**src/rtl/mem_access_unit.sv**
```systemverilog
// MEM-stage data-memory access controller.
// Lane steering, load extension, stall, branch resolve and halt latch.
module mem_access_unit #(
  parameter int NB_DATA = 32,
  parameter int TIMEOUT = 16
) (
  input  logic               i_clock,
  input  logic               i_reset_n,
  input  logic               MEM_mem_read,
  input  logic               MEM_mem_write,
  input  logic               MEM_byte_en,
  input  logic               MEM_halfword_en,
  input  logic               MEM_word_en,
  input  logic               i_load_unsigned,
  input  logic [NB_DATA-1:0] MEM_alu_result,
  input  logic [NB_DATA-1:0] MEM_data_b,
  input  logic               MEM_branch,
  input  logic               MEM_zero,
  input  logic [NB_DATA-1:0] MEM_branch_addr,
  input  logic               MEM_hlt,
  output logic               o_dmem_req,
  output logic               o_dmem_we,
  output logic [NB_DATA-1:0] o_dmem_addr,
  output logic [3:0]         o_dmem_be,
  output logic [NB_DATA-1:0] o_dmem_wdata,
  input  logic               i_dmem_ack,
  input  logic [NB_DATA-1:0] i_dmem_rdata,
  output logic               o_stall,
  output logic [NB_DATA-1:0] o_read_data,
  output logic               o_bus_err,
  output logic               o_misaligned,
  output logic               o_pc_src,
  output logic [NB_DATA-1:0] o_branch_addr,
  output logic               o_halted
);

  localparam int CW = $clog2(TIMEOUT);

  typedef enum logic [1:0] {
    IDLE,
    ACCESS,
    DONE,
    HALTED
  } state_t;

  state_t state, state_nx;

  logic               sz_word;
  logic               sz_half;
  logic               sz_byte;
  logic               any_op;
  logic               mis;
  logic               start;
  logic               to_hit;
  logic [CW-1:0]      cnt;
  logic [3:0]         be_c;
  logic [NB_DATA-1:0] wdata_c;
  logic [7:0]         lane_b;
  logic [15:0]        lane_h;
  logic [NB_DATA-1:0] load_ext;
  logic [NB_DATA-1:0] read_q;
  logic [1:0]         a_lo;

  assign a_lo   = MEM_alu_result[1:0];
  assign to_hit = (cnt == CW'(TIMEOUT - 1));

  // Size priority, misalignment and access start decode
  always_comb begin
    sz_word = MEM_word_en |
              !(MEM_byte_en | MEM_halfword_en);
    sz_half = !sz_word & MEM_halfword_en;
    sz_byte = !sz_word & !sz_half;
    any_op  = MEM_mem_read | MEM_mem_write;
    mis     = any_op &
              ((sz_half & a_lo[0]) |
               (sz_word & (a_lo != 2'b00)));
    start   = (state == IDLE) & any_op &
              !mis & !MEM_hlt;
  end

  // Byte enables and lane-replicated store data
  always_comb begin
    be_c    = 4'b1111;
    wdata_c = MEM_data_b;
    unique case (1'b1)
      sz_byte: begin
        be_c    = 4'b0001 << a_lo;
        wdata_c = {4{MEM_data_b[7:0]}};
      end
      sz_half: begin
        be_c    = a_lo[1] ? 4'b1100 : 4'b0011;
        wdata_c = {2{MEM_data_b[15:0]}};
      end
      default: begin
        be_c    = 4'b1111;
        wdata_c = MEM_data_b;
      end
    endcase
  end

  // Load lane select and sign/zero extension
  always_comb begin
    lane_b = i_dmem_rdata[7:0];
    unique case (a_lo)
      2'd0: lane_b = i_dmem_rdata[7:0];
      2'd1: lane_b = i_dmem_rdata[15:8];
      2'd2: lane_b = i_dmem_rdata[23:16];
      default: lane_b = i_dmem_rdata[31:24];
    endcase
    lane_h = a_lo[1] ? i_dmem_rdata[31:16]
                     : i_dmem_rdata[15:0];
    load_ext = i_dmem_rdata;
    unique case (1'b1)
      sz_byte: load_ext =
        {{24{!i_load_unsigned & lane_b[7]}}, lane_b};
      sz_half: load_ext =
        {{16{!i_load_unsigned & lane_h[15]}}, lane_h};
      default: load_ext = i_dmem_rdata;
    endcase
  end

  // State register
  always_ff @(posedge i_clock or negedge i_reset_n) begin
    if (!i_reset_n) state <= IDLE;
    else            state <= state_nx;
  end

  // Next-state logic; halt beats a simultaneous access
  always_comb begin
    state_nx = state;
    unique case (state)
      IDLE: begin
        if (MEM_hlt)    state_nx = HALTED;
        else if (start) state_nx = ACCESS;
      end
      ACCESS: begin
        if (i_dmem_ack | to_hit) state_nx = DONE;
      end
      DONE:    state_nx = IDLE;
      default: state_nx = HALTED;
    endcase
  end

  // Request, timeout counter and result registers
  always_ff @(posedge i_clock or negedge i_reset_n) begin
    if (!i_reset_n) begin
      o_dmem_req   <= 1'b0;
      o_dmem_we    <= 1'b0;
      o_dmem_addr  <= '0;
      o_dmem_be    <= 4'b0000;
      o_dmem_wdata <= '0;
      read_q       <= '0;
      o_bus_err    <= 1'b0;
      cnt          <= '0;
    end else begin
      unique case (state)
        IDLE: begin
          if (start) begin
            o_dmem_req   <= 1'b1;
            o_dmem_we    <= MEM_mem_write;
            o_dmem_addr  <= {MEM_alu_result[NB_DATA-1:2],
                             2'b00};
            o_dmem_be    <= be_c;
            o_dmem_wdata <= wdata_c;
            cnt          <= '0;
          end
        end
        ACCESS: begin
          if (i_dmem_ack) begin
            o_dmem_req <= 1'b0;
            read_q     <= MEM_mem_write ? '0 : load_ext;
            o_bus_err  <= 1'b0;
          end else if (to_hit) begin
            o_dmem_req <= 1'b0;
            read_q     <= '0;
            o_bus_err  <= 1'b1;
          end else begin
            cnt <= cnt + 1'b1;
          end
        end
        default: ;
      endcase
    end
  end

  // Combinational pipeline-facing outputs
  always_comb begin
    o_misaligned = mis;
    o_stall      = start | (state == ACCESS);
    o_halted     = (state == HALTED);
    o_pc_src     = MEM_branch & MEM_zero & !o_halted;
    o_read_data  = mis ? '0 : read_q;
  end

  assign o_branch_addr = MEM_branch_addr;

endmodule

```
**config.mk**
```make
export PLATFORM = sky130hd
export DESIGN_NAME = mem_access_unit
export DESIGN_NICKNAME = d
export VERILOG_FILES = /design/src/rtl/mem_access_unit.sv
export SDC_FILE = /design/constraint.sdc
export NUM_CORES = 1
export LEC_CHECK = 0
export BUFFER_PORTS_ARGS = -buffer_cell sky130_fd_sc_hd__buf_2
export CORE_AREA = 5 5 115 117
export DETAILED_ROUTE_END_ITERATION = 10
export DIE_AREA = 0 0 120 122
export PLACE_DENSITY = 0.8
export SYNTH_ARGS = -nofsm -noshare
export SYNTH_HDL_FRONTEND = slang
export SYNTH_SLANG_ARGS = --single-unit
```
**constraint.sdc**
```tcl
create_clock -name i_clock -period 2.6 [get_ports i_clock]
set_input_delay 0.13 -clock i_clock [delete_from_list [all_inputs] [get_ports i_clock]]
set_output_delay 0.13 -clock i_clock [all_outputs]
set_load 0.03 [all_outputs]
```
---- Word level (Yosys, flattened, before mapping) ----
Cells that the tools add are included.
cells by class
  equality and inequality tests ........... 12
  magnitude comparators ................... 0
  shifts and indexed selects .............. 1
  divide/modulo/power cells ............... 0
  add/sub/neg operators ................... 1
  multipliers ............................. 0
  reductions and logical operators ........ 17
  bitwise operators ....................... 18
  muxes and demuxes ....................... 24
operator list
  kind                                                 number
  2-to-1 mux 32 bit                                    4
  one-hot mux 32 bit (2 select lines)                  2
  one-hot mux 8 bit (3 select lines)                   1
  2-to-1 mux 16 bit                                    1
  2-to-1 mux 4 bit                                     4
  one-hot mux 4 bit (2 select lines)                   2
  bitwise AND 1 bit                                    12
  inequality test 2 bit, second input constant         4
  logical NOT 1 bit                                    7
  equality test 2 bit, second input constant           3
  2-to-1 mux 2 bit                                     3
  inequality test 3 bit, second input constant         2
  OR 1 bit                                             6
  one-hot mux 2 bit (3 select lines)                   1
  AND reduction 2 bit                                  3
  nonzero test 2 bit                                   3
  2-to-1 mux 1 bit                                     5
  adder 4 x 1 -> 4 bit, second input constant          1
  equality test 2 x 1 -> 1 bit, second input constant  2
  equality test 4 bit, second input constant           1
  logical NOT 2 bit                                    2
  AND reduction 4 bit                                  1
  left shift 1 x 2 -> 4 bit, first input constant      1
  AND reduction 3 bit                                  1
  one-hot mux 1 bit (2 select lines)                   1
word-level totals
  output and inout bits ................... 139
  memories ................................ 0
  bits in latches ......................... 0
  RAM bits ................................ 0
  register bits ........................... 107
  input bits .............................. 140
  bits in read-only memories .............. 0
  logic and storage cells ................. 82

---- Longest topological paths before layout ----
  word-level depth ........................ 14
  mapped depth ............................ 9
  depth with buffers taken out ............ 7

---- Worst setup path after synthesis ----
No wires, ideal clock.
  kind .................................... register to register
  start point ............................. reg cnt[0]
  end point ............................... reg cnt[3]
  required time ........................... 2.535 ns
  slack ................................... 0.796 ns
  cell stages (with the launch flop) ...... 8
  arrival ................................. 1.739 ns
  clock period less this slack ............ 1.804 ns
  library setup time ...................... 0.065 ns
  buffers on the path ..................... 1
  path through ............................ dfrtp_1 -> ha_1 -> a31oi_2 -> nand2b_1 -> buf_4 -> nand4_1 -> a2111oi_0 -> a311o_2
on the way
  longest elaborated chain between the ends .. 4
  elaborated cells between the ends (all ways) .. 7
RTL lines
  element                             RTL line  source
  from (decl)                         55        logic [CW-1:0] cnt;
  from (signal assigned)              178       cnt <= cnt + 1'b1;
  adder 4 x 1 -> 4 bit                178
  2-to-1 mux 4 bit                    173       end else if (to_hit) begin
  2-to-1 mux 4 bit                    169       if (i_dmem_ack) begin
  one-hot mux 4 bit (2 select lines)  156       unique case (state)
Parallel ways exist; a longest one is shown, timed or not. The select of a mux whose other input is x is not followed.
A chain may end at the register's enable or synchronous reset.

---- Worst setup path in the final report ----
  start point ............................. reg state[1]
  end point ............................... reg read_q[27]
on the way
  longest elaborated chain between the ends .. 2
RTL lines
  element                        RTL line  source
  from (decl)                    46        state_t state, state_nx;
  from (signal assigned)         125       else state <= state_nx;
  equality test 2 x 1 -> 1 bit   156
  AND reduction 2 bit (no line)  --
  to (signal assigned)           171       read_q <= MEM_mem_write ? '0 : load_ext;
  to (decl)                      61        logic [NB_DATA-1:0] read_q;
No other way between the ends.

==> flow_summary.toml <==
[grt]
grt_remaining_overflow = 0
antenna_found_initial = 0
first_global_vias = 4914
gr-usage-all-layers_pct = 22.55
grt_start_max_net_pins = 68
first_pass_grt_wire_length_mm = 25.83

[setup_path]
timing.critical_path.from = "state[1]"
worstSetupStartpointType = "flip-flop"
path_class = "flip-flop to flip-flop"
crit_path_end_kind = "flip-flop"
critPathMaxFanout = 16
r2r_start = "state[1]"
worst-endpoint-required_ps = 2880
worstRegToRegCells = 5
critPathArrivalTime_ps = 2680

[place]
placement.io_buffers = 212
hpwl_after_dpl_mm = 11.97
gp_congestion = 0.8553

[sta]
finalCritPeriodShare_pct = 92.26
fin_crit_ps = 2399
slew_violations = 0
fmax_mhz = 416.9
finalHoldWorstSlack_ps = 14.05
relSlewSlack_pct = 27.84
finalSetupViolations = 0
worst_pin_slew_ps = 1078
clock-skew-final_ps = 10.45
fin_tns_setup_ps = 0
hold_viol_final = 0
grt_setup_unrepaired = "false"

[clock_tree]
clock_tree_from_tritoncts = "done"
clock_sinks = 107
ctsRootBufferMaster = "sky130_fd_sc_hd__clkbuf_16"
htree_levels = 3
worst_skew_pair.late_latency_ps = 350
max-clock-path-buffers = 2
cts_inserted_buffers = 9
clkTransAtPathRegs_ps = 80

[die]
design.die.area_sq_um = 14640
design.core.area_sq_um = 12260
initial_utilization_pct = 44.15
placement_row_count = 41
fp.dieH_um = 122
number_of_top_level_design_ports = 279
die_w_um = 120

[synth]
synth.avg_cell_area_sq_um = 9.128
ys_seq_area_share_pct = 49.47
area_contributors_post_synth = "sky130_fd_sc_hd__dfrtp_1, sky130_fd_sc_hd__nand2_1, sky130_fd_sc_hd__buf_4"
ys_dominant_reg_cell = "sky130_fd_sc_hd__dfrtp_1"
ys_types = 51
post_synth_instance_area_sq_um = 5413
synthArstFlopShare_pct = 100.0
synth_top_area_share_pct = 49.47
synth_enable_flop_cells = 0
syn-instance-count = 593
synth_warnings = 0
yosys_register_bits = 107
leading_area_contributor_after_synthesis = "sky130_fd_sc_hd__dfrtp_1"

[power]
switching_share_pct = 45.46
worst_ir_drop_on_vdd_mv = 0.7972
total_leakage_power_uw = 0.003694
internal_power_uw = 4346
combinationalPowerShare_pct = 47.3
seqPwrFrac_pct = 36.1
net-switching-power_uw = 3623
power_per_cell_area_nw_per_um2 = 1147
p_clk_share_pct = 16.6

[final_layout]
register_area_sq_um = 2678
nets = 933
drive_above_1_share_pct = 32.16
p_r_area_growth_vs_syn_pct = 28.32
n_fill_cell = 1078
area_used_by_multi_input_combinational_logic_sq_um = 2292
n_antenna_cell = 0

[drt]
number_of_vias_after_detailed_routing = 4972
remaining_drc_errors = 0
detail_route.vias_per_cell = 5.273
drt_first_iter_violations = 504
drt_pre_antenna_iters = 5
drt.antenna.violating_nets = 0
avgRoutedWirePerCell_um = 17.60
drt_wl_total_mm = 16.60

[run]
max_cap_violations = 0

[min_path]
hold_path_depth = 3
class_of_the_most_critical_hold_timing_path = "input port to flip-flop"
hold_path.startpoint = "MEM_data_b[2]"

[run_status]
status = "complete, no violations"
cells in the mapped netlist (3+ instances only):
cell,count
sky130_fd_sc_hd__buf_2,12
sky130_fd_sc_hd__a221o_1,22
sky130_fd_sc_hd__buf_4,37
sky130_fd_sc_hd__nand2b_1,4
sky130_fd_sc_hd__nand2_1,162
sky130_fd_sc_hd__buf_1,3
sky130_fd_sc_hd__a2bb2oi_1,6
sky130_fd_sc_hd__nor2_1,32
sky130_fd_sc_hd__dfrtp_1,107
sky130_fd_sc_hd__a21o_1,8
sky130_fd_sc_hd__a21oi_1,37
sky130_fd_sc_hd__clkbuf_1,19
sky130_fd_sc_hd__a22oi_1,15
sky130_fd_sc_hd__nor2b_1,36
sky130_fd_sc_hd__and2b_1,6
sky130_fd_sc_hd__a31oi_1,10
sky130_fd_sc_hd__inv_1,5
sky130_fd_sc_hd__ha_1,4
sky130_fd_sc_hd__o21ai_0,28
area by class of cell:
cell class,count,area share (%)
flip-flops and latches,107,38.55
multi-input cells,410,33.00
repair buffers,256,21.40
clock buffers,10,3.441
well taps,150,2.702
clock inverters,5,0.6305
inverters,5,0.2702
flip-flops by register name (all words and copies together) (netlist names):
signal,flops
o_dmem_req,1
o_dmem_we,1
cnt,4
o_bus_err,1
read_q,32
state,2
o_dmem_wdata,32
o_dmem_be,4
o_dmem_addr,30
cells in the final DEF, fill, tap and decap left out, types with 12 or more instances in the layout:
master | Yosys | layout
sky130_fd_sc_hd__dfrtp_1 | 107 | 107
sky130_fd_sc_hd__a221o_1 | 22 | 22
sky130_fd_sc_hd__a21oi_1 | 37 | 37
sky130_fd_sc_hd__buf_2 | 12 | 211
sky130_fd_sc_hd__nor2b_1 | 36 | 36
sky130_fd_sc_hd__dlygate4sd3_1 | 0 | 32
sky130_fd_sc_hd__nor2_1 | 32 | 31
sky130_fd_sc_hd__a22oi_1 | 15 | 15
sky130_fd_sc_hd__nand2_1 | 162 | 162
sky130_fd_sc_hd__o21ai_0 | 28 | 28
sky130_fd_sc_hd__buf_4 | 37 | 12
cells by family after synthesis:
logic type / synth area share [%]
fa+ha+maj: 0.9247
mux: 1.410
compound gates: 19.37
simple gates: 20.43
other cells: 0.06928
buf+inv: 8.322
flops: 49.47
layer usage:
metal / GRT usage [%] / vias to the layer above / part of all wire [%]
met3: 5.060 / 49 / 7.8
met5: 0 / - / 0
met2: 37.34 / 226 / 49
met4: 10.59 / 0 / 3.3
li1: - / 2388 / -
met1: 28.16 / 2309 / 40
worst max-delay path, stage by stage (launching register included):
cell                       delay (ps)
sky130_fd_sc_hd__dfrtp_1          380
sky130_fd_sc_hd__inv_1             90
sky130_fd_sc_hd__ha_1             430
sky130_fd_sc_hd__nand3b_1         260
sky130_fd_sc_hd__nor2_1           870
sky130_fd_sc_hd__a221o_1          300
final timing paths:
check                                         to  slack (ps)
min in group asynchronous             read_q[23]         430
worst max-delay path                  read_q[27]         200
max in group asynchronous       o_dmem_wdata[10]        1380
worst min-delay path             o_dmem_wdata[2]          10
worst max register to register        read_q[27]         200
worst min register to register    o_dmem_addr[7]         470
through the flow:
stage	cells	worst slack [ps]	util [%]	instance area, sq um	power (uW)
2_1_floorplan	594	796.5	-	5416	5506
3_3_place_gp	896	321.7	51.73	6342	6553
3_5_place_dp	896	299.6	51.73	6342	6637
4_1_cts	943	294.1	56.65	6945	8017
5_1_grt	943	43.65	56.65	6945	8483
6_report	943	201.2	56.65	6945	7970
repair_timing:
action                    CTS  global route
hold endpoints to repair   95             0
hold buffers               32             0
resized for setup           0             0
setup buffers               0             0
power groups by stage:
stage / registers [uW] / clock network, uW / logic [uW]
after global routing: 2990 / 1430 / 4070
final: 2880 / 1320 / 3770
after global placement: 2880 / 0 / 3670
after CTS: 2880 / 1360 / 3780
after detailed placement: 2900 / 0 / 3740
after floorplan: 3870 / 0 / 1640
No activity file was read; power rests on OpenSTA's default activity.
